## config.mk

```make
export PLATFORM = sky130hd
export DESIGN_NAME = multicycle_controller_flat
export DESIGN_NICKNAME = d
export VERILOG_FILES = /design/src/rtl/riscv_ctrl_pkg.sv /design/src/rtl/multicycle_controller_if.sv /design/src/rtl/mem_wait_timer.sv /design/src/rtl/multicycle_controller.sv /design/src/flat_wrapper.sv
export SDC_FILE = /design/constraint.sdc
export NUM_CORES = 1
export LEC_CHECK = 0
export CAP_MARGIN = 20
export CORE_AREA = 2 2 70 72
export DETAILED_ROUTE_END_ITERATION = 10
export DIE_AREA = 0 0 72 74
export PLACE_DENSITY = 0.44
export SLEW_MARGIN = 20
export SYNTH_ARGS = -nofsm -noshare
export SYNTH_HDL_FRONTEND = slang
export SYNTH_SLANG_ARGS = --single-unit
export TNS_END_PERCENT = 1
```

## constraint.sdc

```tcl
create_clock -name clk -period 4.6 [get_ports clk]
set_input_delay 1.15 -clock clk [delete_from_list [all_inputs] [get_ports clk]]
set_output_delay 1.15 -clock clk [all_outputs]
set_load 0.01 [all_outputs]
```

## src/rtl/riscv_ctrl_pkg.sv

```systemverilog
// Shared RV32I controller definitions: opcodes, FSM state encoding and datapath mux codes.
package riscv_ctrl_pkg;

  localparam logic [6:0] OpLoad   = 7'b0000011;
  localparam logic [6:0] OpStore  = 7'b0100011;
  localparam logic [6:0] OpAluR   = 7'b0110011;
  localparam logic [6:0] OpAluI   = 7'b0010011;
  localparam logic [6:0] OpLui    = 7'b0110111;
  localparam logic [6:0] OpAuipc  = 7'b0010111;
  localparam logic [6:0] OpBranch = 7'b1100011;
  localparam logic [6:0] OpJal    = 7'b1101111;
  localparam logic [6:0] OpJalr   = 7'b1100111;

  typedef enum logic [2:0] {
    StIdle,
    StFetch,
    StDecode,
    StExec,
    StMem,
    StWb,
    StTrap
  } ctrl_state_e;

  localparam logic [1:0] AluOpAdd    = 2'b00;
  localparam logic [1:0] AluOpBranch = 2'b01;
  localparam logic [1:0] AluOpFunct  = 2'b10;

  localparam logic [1:0] PcSrcSeq  = 2'b00;
  localparam logic [1:0] PcSrcAlu  = 2'b01;
  localparam logic [1:0] PcSrcJalr = 2'b10;

  localparam logic [1:0] SrcARs1  = 2'b00;
  localparam logic [1:0] SrcAPc   = 2'b01;
  localparam logic [1:0] SrcAZero = 2'b10;

  localparam logic [1:0] MemToRegAlu = 2'b00;
  localparam logic [1:0] MemToRegMem = 2'b01;
  localparam logic [1:0] MemToRegPc4 = 2'b10;

  function automatic logic is_legal_op(input logic [6:0] op);
    case (op)
      OpLoad, OpStore, OpAluR, OpAluI, OpLui, OpAuipc, OpBranch, OpJal, OpJalr: return 1'b1;
      default: return 1'b0;
    endcase
  endfunction

endpackage

```

## src/rtl/multicycle_controller_if.sv

```systemverilog
// Controller <-> IR/datapath bundle. The controller drives the master side.
interface multicycle_controller_if;
  logic [6:0] opcode;
  logic       mem_ready;
  logic       branch_taken;
  logic       PCWrite;
  logic [1:0] PCSrc;
  logic       IRWrite;
  logic       IorD;
  logic [1:0] ALUSrcA;
  logic       ALUSrc;
  logic [1:0] ALUOp;
  logic       MemRead;
  logic       MemWrite;
  logic       RegWrite;
  logic [1:0] MemToReg;
  logic       illegal_op;
  logic       mem_timeout;

  modport master (
    input  opcode, mem_ready, branch_taken,
    output PCWrite, PCSrc, IRWrite, IorD, ALUSrcA, ALUSrc, ALUOp,
    output MemRead, MemWrite, RegWrite, MemToReg, illegal_op, mem_timeout
  );

  modport slave (
    output opcode, mem_ready, branch_taken,
    input  PCWrite, PCSrc, IRWrite, IorD, ALUSrcA, ALUSrc, ALUOp,
    input  MemRead, MemWrite, RegWrite, MemToReg, illegal_op, mem_timeout
  );
endinterface

```

## src/rtl/mem_wait_timer.sv

```systemverilog
// Saturating wait counter; expired flags the cycle in which the wait reaches MEM_TIMEOUT.
module mem_wait_timer #(
  parameter int unsigned MEM_TIMEOUT = 16
) (
  input  logic clk,
  input  logic rst_n,
  input  logic clear,
  input  logic enable,
  output logic expired
);

  localparam int unsigned CntW = $clog2(MEM_TIMEOUT + 1);
  localparam logic [CntW-1:0] CntMax  = CntW'(MEM_TIMEOUT);
  localparam logic [CntW-1:0] CntLast = CntW'(MEM_TIMEOUT - 1);

  logic [CntW-1:0] count_q;

  // Count waiting cycles, hold at the maximum instead of wrapping.
  always_ff @(posedge clk or negedge rst_n) begin
    if (!rst_n) begin
      count_q <= '0;
    end else if (clear) begin
      count_q <= '0;
    end else if (enable && (count_q != CntMax)) begin
      count_q <= count_q + CntW'(1);
    end
  end

  // The current waiting cycle is the MEM_TIMEOUT-th one (or later when saturated).
  assign expired = enable && (count_q >= CntLast);

endmodule

```

## src/rtl/multicycle_controller.sv

```systemverilog
// Multi-cycle RV32I main controller: FETCH/DECODE/EXEC/MEM/WB sequencing with trap handling.
module multicycle_controller
  import riscv_ctrl_pkg::*;
#(
  parameter int unsigned MEM_TIMEOUT = 16,
  parameter bit          TRAP_EN     = 1'b1
) (
  input logic                     clk,
  input logic                     rst_n,
  multicycle_controller_if.master bus
);

  ctrl_state_e state_q;
  logic [6:0]  opcode_q;
  logic        illegal_q, timeout_q;
  logic        waiting, wait_en, expired;

  logic       pc_write, ir_write, ior_d, alu_src, mem_read, mem_write, reg_write;
  logic [1:0] pc_src, alu_src_a, alu_op, mem_to_reg;

  assign waiting = (state_q == StFetch) || (state_q == StMem);
  assign wait_en = waiting && !bus.mem_ready;

  // Any cycle not spent waiting restarts the count, so each FETCH/MEM entry starts from zero.
  mem_wait_timer #(
    .MEM_TIMEOUT(MEM_TIMEOUT)
  ) u_timer (
    .clk    (clk),
    .rst_n  (rst_n),
    .clear  (!wait_en),
    .enable (wait_en),
    .expired(expired)
  );

  // State sequencing, opcode latch and sticky error flags.
  always_ff @(posedge clk or negedge rst_n) begin
    if (!rst_n) begin
      state_q   <= StIdle;
      opcode_q  <= '0;
      illegal_q <= 1'b0;
      timeout_q <= 1'b0;
    end else begin
      case (state_q)
        StIdle: state_q <= StFetch;
        StFetch: begin
          if (bus.mem_ready) begin
            state_q <= StDecode;
          end else if (TRAP_EN && expired) begin
            timeout_q <= 1'b1;
            state_q   <= StTrap;
          end
        end
        StDecode: begin
          opcode_q <= bus.opcode;
          if (is_legal_op(bus.opcode)) begin
            state_q <= StExec;
          end else if (TRAP_EN) begin
            illegal_q <= 1'b1;
            state_q   <= StTrap;
          end else begin
            state_q <= StFetch;
          end
        end
        StExec: begin
          case (opcode_q)
            OpLoad, OpStore: state_q <= StMem;
            OpBranch:        state_q <= StFetch;
            default:         state_q <= StWb;
          endcase
        end
        StMem: begin
          if (bus.mem_ready) begin
            state_q <= (opcode_q == OpLoad) ? StWb : StFetch;
          end else if (TRAP_EN && expired) begin
            timeout_q <= 1'b1;
            state_q   <= StTrap;
          end
        end
        StWb:    state_q <= StFetch;
        StTrap:  state_q <= StTrap;
        default: state_q <= StIdle;
      endcase
    end
  end

  // Control decode from state and latched opcode; only FETCH completion and branch PCWrite
  // look at live inputs.
  always_comb begin
    pc_write   = 1'b0;
    pc_src     = PcSrcSeq;
    ir_write   = 1'b0;
    ior_d      = 1'b0;
    alu_src_a  = SrcARs1;
    alu_src    = 1'b0;
    alu_op     = AluOpAdd;
    mem_read   = 1'b0;
    mem_write  = 1'b0;
    reg_write  = 1'b0;
    mem_to_reg = MemToRegAlu;
    unique case (state_q)
      StFetch: begin
        mem_read = 1'b1;
        ir_write = bus.mem_ready;
        pc_write = bus.mem_ready;
      end
      StExec: begin
        case (opcode_q)
          OpAluR: alu_op = AluOpFunct;
          OpAluI: begin
            alu_src = 1'b1;
            alu_op  = AluOpFunct;
          end
          OpLui: begin
            alu_src_a = SrcAZero;
            alu_src   = 1'b1;
          end
          OpAuipc: begin
            alu_src_a = SrcAPc;
            alu_src   = 1'b1;
          end
          OpLoad, OpStore: alu_src = 1'b1;
          OpBranch: begin
            alu_op   = AluOpBranch;
            pc_write = bus.branch_taken;
            pc_src   = PcSrcAlu;
          end
          OpJal: begin
            alu_src_a = SrcAPc;
            alu_src   = 1'b1;
            pc_write  = 1'b1;
            pc_src    = PcSrcAlu;
          end
          OpJalr: begin
            alu_src  = 1'b1;
            pc_write = 1'b1;
            pc_src   = PcSrcJalr;
          end
          default: ;
        endcase
      end
      StMem: begin
        ior_d     = 1'b1;
        mem_read  = (opcode_q == OpLoad);
        mem_write = (opcode_q == OpStore);
      end
      StWb: begin
        reg_write = 1'b1;
        if (opcode_q == OpLoad) begin
          mem_to_reg = MemToRegMem;
        end else if ((opcode_q == OpJal) || (opcode_q == OpJalr)) begin
          mem_to_reg = MemToRegPc4;
        end
      end
      default: ;
    endcase
  end

  assign bus.PCWrite     = pc_write;
  assign bus.PCSrc       = pc_src;
  assign bus.IRWrite     = ir_write;
  assign bus.IorD        = ior_d;
  assign bus.ALUSrcA     = alu_src_a;
  assign bus.ALUSrc      = alu_src;
  assign bus.ALUOp       = alu_op;
  assign bus.MemRead     = mem_read;
  assign bus.MemWrite    = mem_write;
  assign bus.RegWrite    = reg_write;
  assign bus.MemToReg    = mem_to_reg;
  assign bus.illegal_op  = illegal_q;
  assign bus.mem_timeout = timeout_q;

endmodule

```

## src/flat_wrapper.sv

```systemverilog
// flat-port wrapper written by rule: the top's interface ports become plain ports
module multicycle_controller_flat import riscv_ctrl_pkg::*;
#(
  parameter int unsigned MEM_TIMEOUT = 16,
  parameter bit          TRAP_EN     = 1'b1
)
  (clk, rst_n, bus_opcode, bus_mem_ready, bus_branch_taken, bus_PCWrite, bus_PCSrc, bus_IRWrite, bus_IorD, bus_ALUSrcA, bus_ALUSrc, bus_ALUOp, bus_MemRead, bus_MemWrite, bus_RegWrite, bus_MemToReg, bus_illegal_op, bus_mem_timeout);
  multicycle_controller_if bus_i ();
  input logic clk;
  input logic rst_n;
  input wire logic [$bits(bus_i.opcode)-1:0] bus_opcode;
  input wire logic [$bits(bus_i.mem_ready)-1:0] bus_mem_ready;
  input wire logic [$bits(bus_i.branch_taken)-1:0] bus_branch_taken;
  output wire logic [$bits(bus_i.PCWrite)-1:0] bus_PCWrite;
  output wire logic [$bits(bus_i.PCSrc)-1:0] bus_PCSrc;
  output wire logic [$bits(bus_i.IRWrite)-1:0] bus_IRWrite;
  output wire logic [$bits(bus_i.IorD)-1:0] bus_IorD;
  output wire logic [$bits(bus_i.ALUSrcA)-1:0] bus_ALUSrcA;
  output wire logic [$bits(bus_i.ALUSrc)-1:0] bus_ALUSrc;
  output wire logic [$bits(bus_i.ALUOp)-1:0] bus_ALUOp;
  output wire logic [$bits(bus_i.MemRead)-1:0] bus_MemRead;
  output wire logic [$bits(bus_i.MemWrite)-1:0] bus_MemWrite;
  output wire logic [$bits(bus_i.RegWrite)-1:0] bus_RegWrite;
  output wire logic [$bits(bus_i.MemToReg)-1:0] bus_MemToReg;
  output wire logic [$bits(bus_i.illegal_op)-1:0] bus_illegal_op;
  output wire logic [$bits(bus_i.mem_timeout)-1:0] bus_mem_timeout;
  assign bus_i.opcode = bus_opcode;
  assign bus_i.mem_ready = bus_mem_ready;
  assign bus_i.branch_taken = bus_branch_taken;
  assign bus_PCWrite = bus_i.PCWrite;
  assign bus_PCSrc = bus_i.PCSrc;
  assign bus_IRWrite = bus_i.IRWrite;
  assign bus_IorD = bus_i.IorD;
  assign bus_ALUSrcA = bus_i.ALUSrcA;
  assign bus_ALUSrc = bus_i.ALUSrc;
  assign bus_ALUOp = bus_i.ALUOp;
  assign bus_MemRead = bus_i.MemRead;
  assign bus_MemWrite = bus_i.MemWrite;
  assign bus_RegWrite = bus_i.RegWrite;
  assign bus_MemToReg = bus_i.MemToReg;
  assign bus_illegal_op = bus_i.illegal_op;
  assign bus_mem_timeout = bus_i.mem_timeout;
  multicycle_controller #(.MEM_TIMEOUT(MEM_TIMEOUT), .TRAP_EN(TRAP_EN)) u_core (.clk(clk), .rst_n(rst_n), .bus(bus_i));
endmodule
```

* Word level (Yosys, flattened, before mapping)
Index checks and enable logic that the tools add are counted.
Cells by class: add/sub/neg operators 1, $lt $le $gt $ge 1, eq/ne operators 26, mux-type cells 29, bitwise logic cells 2, reduce and logical (&&, ||, !) cells 18
Operators with widths (number):
- 7-bit by 6-bit equality test with 1-bit output, second input constant | 6
- 7-bit equality test, second input constant | 6
- 7-bit by 5-bit equality test with 1-bit output, second input constant | 4
- 3-bit case mux with 6 select lines | 1
- 3-bit 2-to-1 mux | 5
- 7-bit by 2-bit equality test with 1-bit output, second input constant | 2
- 2-bit OR reduction | 7
- 2-bit 2-to-1 mux | 6
- 2-bit case mux with 2 select lines | 3
- 5-bit 2-to-1 mux | 2
- 3-bit equality test, second input constant | 3
- 9-bit OR reduction | 1
- 1-bit 2-to-1 mux | 8
- 7-bit OR reduction | 1
- 3-bit by 2-bit equality test with 1-bit output, second input constant | 2
- 1-bit case mux with 2 select lines | 3
- 3-bit case mux with 2 select lines | 1
- 5-bit by 1-bit adder with 5-bit output, second input constant | 1
- 5-bit by 4-bit greater-or-equal comparator with 1-bit output, second input constant | 1
- 5-bit != test, second input constant | 1
- 3-bit by 1-bit equality test with 1-bit output, second input constant | 1
- 1-bit logical AND | 3
- 3-bit logical NOT | 1
- 3-bit AND reduction | 1
- other kinds (5) | 7
Storage, ports and cells: register bits after elaboration 17, bits of input ports 11, output and inout port bits 17, word-level logic and storage cells 82

* Depth between registers and ports, before layout
Gate-level depths: netlist of run 1.
depth after elaboration 7, gate-level depth with buffers 7, gate-level depth less buffers 7

* Modules after synthesis
A second synthesis of run 1 with hierarchy kept.
Unflattened totals: cells, all modules 127, area total of the unflattened synthesis 1131.1 sq um
By module, submodules not included:
- multicycle_controller | instances 1, cells each 94, area each 820.8 sq um, sequential area each 300.3 sq um
- mem_wait_timer | instances 1, cells each 33, area each 310.3 sq um, sequential area each 125.1 sq um

* Worst setup path after synthesis of run 1
OpenSTA, ideal clock, no wires.
kind input port to output port, start input bus_mem_ready, end output bus_PCWrite, arrival time 1514 ps, data required time 3450 ps, path slack 1936 ps, cell stages on the path 3, path buffers 0, cell sequence nand2b_1 -> o21ai_0 -> a22o_1
Between the ends: longest elaborated chain between the ends 1
Ends and longest elaborated chain:
- start: declaration | RTL line flat_wrapper.sv:12 | input wire logic [$bits(bus_i.mem_ready)-1:0] bus_mem_ready;
- 1-bit case mux with 2 select lines | RTL line multicycle_controller.sv:100 | unique case (state_q)
- end: declaration | RTL line flat_wrapper.sv:14 | output wire logic [$bits(bus_i.PCWrite)-1:0] bus_PCWrite;
No other way between the ends.

* Final worst setup path of run 1
Same ends and word-level chain as after synthesis.

==> results.ini, run 1 <==
[die]
rows=25
io_pins=28
die_y_um=74
core_um2=4600
fp.dieW_um=72
start_util_pct=24.2
die-area_um2=5330

[layout]
fill_cells=488
drive_gt1_share_pct=11.6
nNetsFinal=162
synthToLayoutAreaGrowth_pct=33.1
fin_util_pct=32.2
diodes=0

[timing]
max_slew_margin_pct=47.0
worst_pin_slew_ps=793
final.setup.tns_ps=0
setup_viol=0
period_share_pct=80.9
final-hold-violation-count=0
rsz0062_at_grt=no
skew_ps=1.06
min_period_ps=3720
slew_violations=0
max_freq_ghz=0.269

[synth]
syn-num-nets=133
synth_commonest_cells=17 x dfrtp_1, 9 x a21oi_1, 9 x nor2_1
yosys_register_bits=17
synth.distinct_cells=41
synth.largest_area_cell=dfrtp_1
seq_area_frac_synth_pct=38.2
syn_area_um2=1110
synth_edf_count=0
netlist_top_cells_area=dfrtp_1 38%, mux2_2 6.1%, a21oi_1 4.0%
ys.flop_type=dfrtp_1
yosysMostFrequentCell=dfrtp_1
yosysWarnings=0
synth.avg_cell_area_um2=9.35
async_flop_share_pct=100
yosysTopAreaCellShare_pct=38.2
synth_cells=119

[run]
cap_violations=0

[route]
drt_iter0_markers=85
final_antenna_net_count=0
wirelength_mm=2.68
post_drt_wl_per_cell_um=13.3
dr.pass1.iters=4
vias_per_cell=4.79
drc=0
vias=962

[global_route]
grt_antenna_before_repair=0
grt_max_degree=18
first_global_vias=991
grt.overflow.total=0
grt_use_total_pct=10.9
grt_pass1_wl_mm=4.55

[worst_setup_path]
cp-end-kind=output port
cp.arrival_ps=2570
endpoint=bus_PCWrite
crit_required_ps=3450
reg2reg_depth=7
crit_fanout=5
r2r-end=u_core.state_q[0]
r2r_start=u_core.u_timer.count_q[1]
startpoint_type=input port
crit_path_start=bus_mem_ready
critical_path_class=in2out
rrSetupSlack_ps=2890

[cts]
root_buffer=clkbuf_8
path_clk_slew_ps=70
ctsHoldBuffers=0
cts-resized-gates=0
cts_made_buffers=3
cts-htree-levels=1
cts_max_path_buffers=2
post_cts_buffers=0
clkSinkCount=17
cts_tree=done
clock_latency_ps=250

[place]
dpl.hpwl_mm=2.16
port_buffers=27
gp_congestion=0.835

[min_path]
hold_class=reg2reg

[run_status]
run_status=completed

[power_and_ir_drop]
p_per_area_nw_per_um2=473
irDropWorstVdd_v=0.000126
power_mw=0.701
leakage_nw=0.589

[metal layers]
layer / GRT usage (%) / part of all wire [%] / wire length (um) / up-vias
met1: 14.5 / 47 / 1260 / 461
met4: 4.40 / 1.7 / 45 / 0
li1: - / - / - / 480
met3: 1.63 / 2.6 / 70 / 5
met5: 0 / 0 / 0 / -
met2: 17.8 / 49 / 1300 / 16
[power by group]
part	internal [mW]	leakage (nW)	switching, mW	total, mW
logic	0.155	0.353	0.138	0.293
registers	0.199	0.211	0.0967	0.296
clock network	0.0601	0.0255	0.0521	0.112
[logic make-up after synthesis]
| kind of cell | count (synthesis) | share of synthesized area [%] |
|---|---|---|
| buffers and inverters | 11 | 4.16 |
| multiplexers | 7 | 6.97 |
| XOR/XNOR | 4 | 3.15 |
| flip-flops | 17 | 38.2 |
| AO/OA/AOI/OAI | 23 | 13.5 |
| AND/OR/NAND/NOR | 54 | 30.6 |
| adder cells (fa/ha/maj) | 3 | 3.37 |
[registers in the layout, indices dropped and copies added (netlist names)]
| name | cells |
|---|---|
| u_core.bus.illegal_op | 1 |
| u_core.bus.mem_timeout | 1 |
| u_core.opcode_q | 7 |
| u_core.u_timer.count_q | 5 |
| u_core.state_q | 3 |
[worst min-delay path by stage]
stage | slack, ps | cells after the start | to | start
after floorplan | 490 | 1 | u_core.bus.mem_timeout | u_core.bus.mem_timeout
after global placement | 440 | 1 | u_core.bus.mem_timeout | u_core.bus.mem_timeout
after detailed placement | 450 | 1 | u_core.bus.mem_timeout | u_core.bus.mem_timeout
after CTS | 460 | 1 | u_core.bus.mem_timeout | u_core.bus.mem_timeout
after global routing | 480 | 1 | u_core.bus.mem_timeout | u_core.bus.mem_timeout
final | 460 | 1 | u_core.bus.mem_timeout | u_core.bus.mem_timeout
[worst max-delay path: stages]
cell             delay, ps
clkdlybuf4s50_1        540
nand2b_1               120
o21ai_0                 90
a22o_1                 140
clkdlybuf4s50_1        530
[layout make-up]
type                    instances  area, um^2  share of cell area (%)
clock buffers                   3        41.3                    2.79
clock inverters                 1        5.00                   0.338
inverters                       8        30.0                    2.03
multi-input cells              91         641                    43.3
flip-flops and latches         17         425                    28.7
well taps                      54        67.6                    4.56
repair buffers                 27         270                    18.3
[stage by stage]
| step | setup slack, ps | hold WS, ps | instance area [um^2] | std cells |
|---|---|---|---|---|
| 2_1_floorplan | 1940 | 493 | 1110 | 119 |
| 3_3_place_gp | 889 | 440 | 1430 | 197 |
| 3_5_place_dp | 880 | 447 | 1430 | 197 |
| 4_1_cts | 880 | 464 | 1480 | 201 |
| 6_report | 879 | 461 | 1480 | 201 |
| 5_1_grt | 802 | 481 | 1480 | 201 |
[cells in the final DEF, fill, tap and decap left out, types with 2 or more instances in the layout]
cell | synthesis | layout
inv_1 | 8 | 8
nor2b_1 | 4 | 4
nor3_1 | 8 | 8
ha_1 | 3 | 3
dfrtp_1 | 17 | 17
clkdlybuf4s50_1 | 0 | 27
nand2b_1 | 3 | 3
nand4_1 | 2 | 2
mux2_2 | 6 | 6
nor2_1 | 9 | 9
nand3_1 | 6 | 6
clkbuf_8 | 0 | 3
xor2_1 | 2 | 2
nand2_1 | 8 | 8
a21oi_1 | 9 | 9
and3_1 | 3 | 3
o21ai_0 | 4 | 4
xnor2_1 | 2 | 2
No activity file was read; power rests on OpenSTA's default activity.
==> run 2, diff against run 1 <==
Clock period 4.6 ns to 3.9 ns, I/O delays scaled along.
==> results.ini, run 2 (same netlist as run 1, synthesis figures left out) <==
[run_status]
run_status=completed

[timing]
max_freq_ghz=0.297
max_slew_margin_pct=48.6  ; +1.6 points
hold_slack_ps=460  ; -0.999 ps
final-hold-violation-count=0  ; unchanged
rsz0062_at_grt=no
min_period_ps=3360
setup_viol=0  ; unchanged
worst_pin_slew_ps=769  ; -23.9 ps
final.setup.tns_ps=0  ; unchanged
setup_slack_ps=537  ; -342 ps
period_share_pct=86.2
slew_violations=0  ; unchanged
skew_ps=0.783  ; -0.277 ps

[place]
port_buffers=27  ; unchanged
dpl.cell_count=197  ; unchanged
placed_cell_area_um2=1430  ; unchanged
dpl.hpwl_mm=2.08  ; -3.6%
gp_congestion=0.840  ; +0.60%
pre_cts_slack_ps=525  ; -355 ps

[die]
io_pins=28  ; unchanged
core_um2=4600  ; unchanged
fp.dieW_um=72  ; unchanged
die-area_um2=5330  ; unchanged
die_y_um=74  ; unchanged
start_util_pct=24.2  ; unchanged
rows=25  ; unchanged

[global_route]
grt_use_total_pct=10.2  ; -0.69 points
grt_max_degree=18  ; unchanged
first_global_vias=930  ; -6.2%
grt_pass1_wl_mm=4.28  ; -6.1%
grt.overflow.total=0  ; unchanged
grt_antenna_before_repair=0  ; unchanged

[route]
vias_per_cell=4.75  ; -0.73%
dr.pass1.iters=4  ; unchanged
drt_iter0_markers=59  ; -31%
post_drt_wl_per_cell_um=12.9  ; -3.1%
vias=955  ; -0.73%
wirelength_mm=2.60  ; -3.1%
drc=0  ; unchanged
final_antenna_net_count=0  ; unchanged

[worst_setup_path]
crit_required_ps=2920  ; -530 ps
startpoint_type=input port
crit_fanout=5  ; unchanged
critical_path_class=in2out
cp.arrival_ps=2390  ; -180 ps
cp-end-kind=output port
rrSetupSlack_ps=2210  ; -680 ps

[layout]
mostFrequentLayoutCell=clkdlybuf4s50_1
fill_cells=490  ; +0.41%
largest_reg_flops=7  ; unchanged
nNetsFinal=162  ; unchanged
stdcell_count=201  ; unchanged
synthToLayoutAreaGrowth_pct=33.1  ; unchanged
fin_util_pct=32.2  ; unchanged
mostFrequentLayoutCells=27 x clkdlybuf4s50_1, 17 x dfrtp_1, 9 x nor2_1, 9 x a21oi_1
top_register=u_core.opcode_q
top_regs=u_core.opcode_q x7, u_core.u_timer.count_q x5, u_core.state_q x3
diodes=0  ; unchanged
drive_gt1_share_pct=11.6  ; unchanged
finalInstanceArea_um2=1480  ; unchanged

[power_and_ir_drop]
power_frac_comb_pct=41.6  ; -0.2 points
clkPwrFrac_pct=15.9  ; about the same
irDropWorstVdd_v=0.000157  ; +25%
p_sw_mw=0.335  ; +17%
sequentialPowerShare_pct=42.5  ; +0.3 points
swShare_pct=40.7  ; -0.17 points
internal-power_mw=0.488  ; +18%
p_per_area_nw_per_um2=557  ; +18%
leakage_nw=0.589  ; unchanged
power_mw=0.824  ; +18%

[cts]
cts_tree=done
cts-resized-gates=0  ; unchanged
clock_latency_ps=250  ; about the same
root_buffer=clkbuf_8
cts_made_buffers=3  ; unchanged
cts_max_path_buffers=2  ; unchanged
clkSinkCount=17  ; unchanged
post_cts_buffers=0  ; unchanged
path_clk_slew_ps=70  ; about the same
ctsHoldBuffers=0  ; unchanged
cts-htree-levels=1  ; unchanged

[min_path]
hold_class=reg2reg

[run]
cap_violations=0  ; unchanged

==> run 2: worst max-delay path: stages <==
cell	delay, ps
clkdlybuf4s50_1	540
nand2b_1	110
o21ai_0	90
a22o_1	140
clkdlybuf4s50_1	530
==> run 2: area by class of cell <==
type	count	area [um^2]	area share, %
well taps	54	67.6	4.56
multi-input cells	91	641	43.3
inverters	8	30.0	2.03
repair buffers	27	270	18.3
clock buffers	3	41.3	2.79
flip-flops and latches	17	425	28.7
clock inverters	1	5.00	0.338
==> run 2: final timing paths <==
kind	depth (start not counted)	startpoint	endpoint
max	5	bus_mem_ready	bus_PCWrite
min	1	u_core.bus.mem_timeout	u_core.bus.mem_timeout
max reg2reg	7	u_core.u_timer.count_q[1]	u_core.state_q[0]
min reg2reg	1	u_core.bus.mem_timeout	u_core.bus.mem_timeout
max in group asynchronous	1	rst_n	u_core.u_timer.count_q[4]
min in group asynchronous	1	rst_n	u_core.opcode_q[4]
==> run 2: per-layer routing <==
metal | up-vias | track usage (%) | share of wire [%]
li1 | 479 | - | -
met1 | 457 | 12.8 | 47
met2 | 15 | 17.6 | 48
met3 | 4 | 1.76 | 2.8
met4 | 0 | 3.77 | 1.2
met5 | - | 0 | 0
==> run 2: power by group through the flow <==
stage / sequential [mW] / clock [mW] / combinational (mW)
floorplan: 0.295 / 0 / 0.286
detailed placement: 0.352 / 0 / 0.346
global placement: 0.352 / 0 / 0.343
global route: 0.363 / 0.146 / 0.379
finish: 0.350 / 0.131 / 0.343
CTS: 0.349 / 0.138 / 0.349
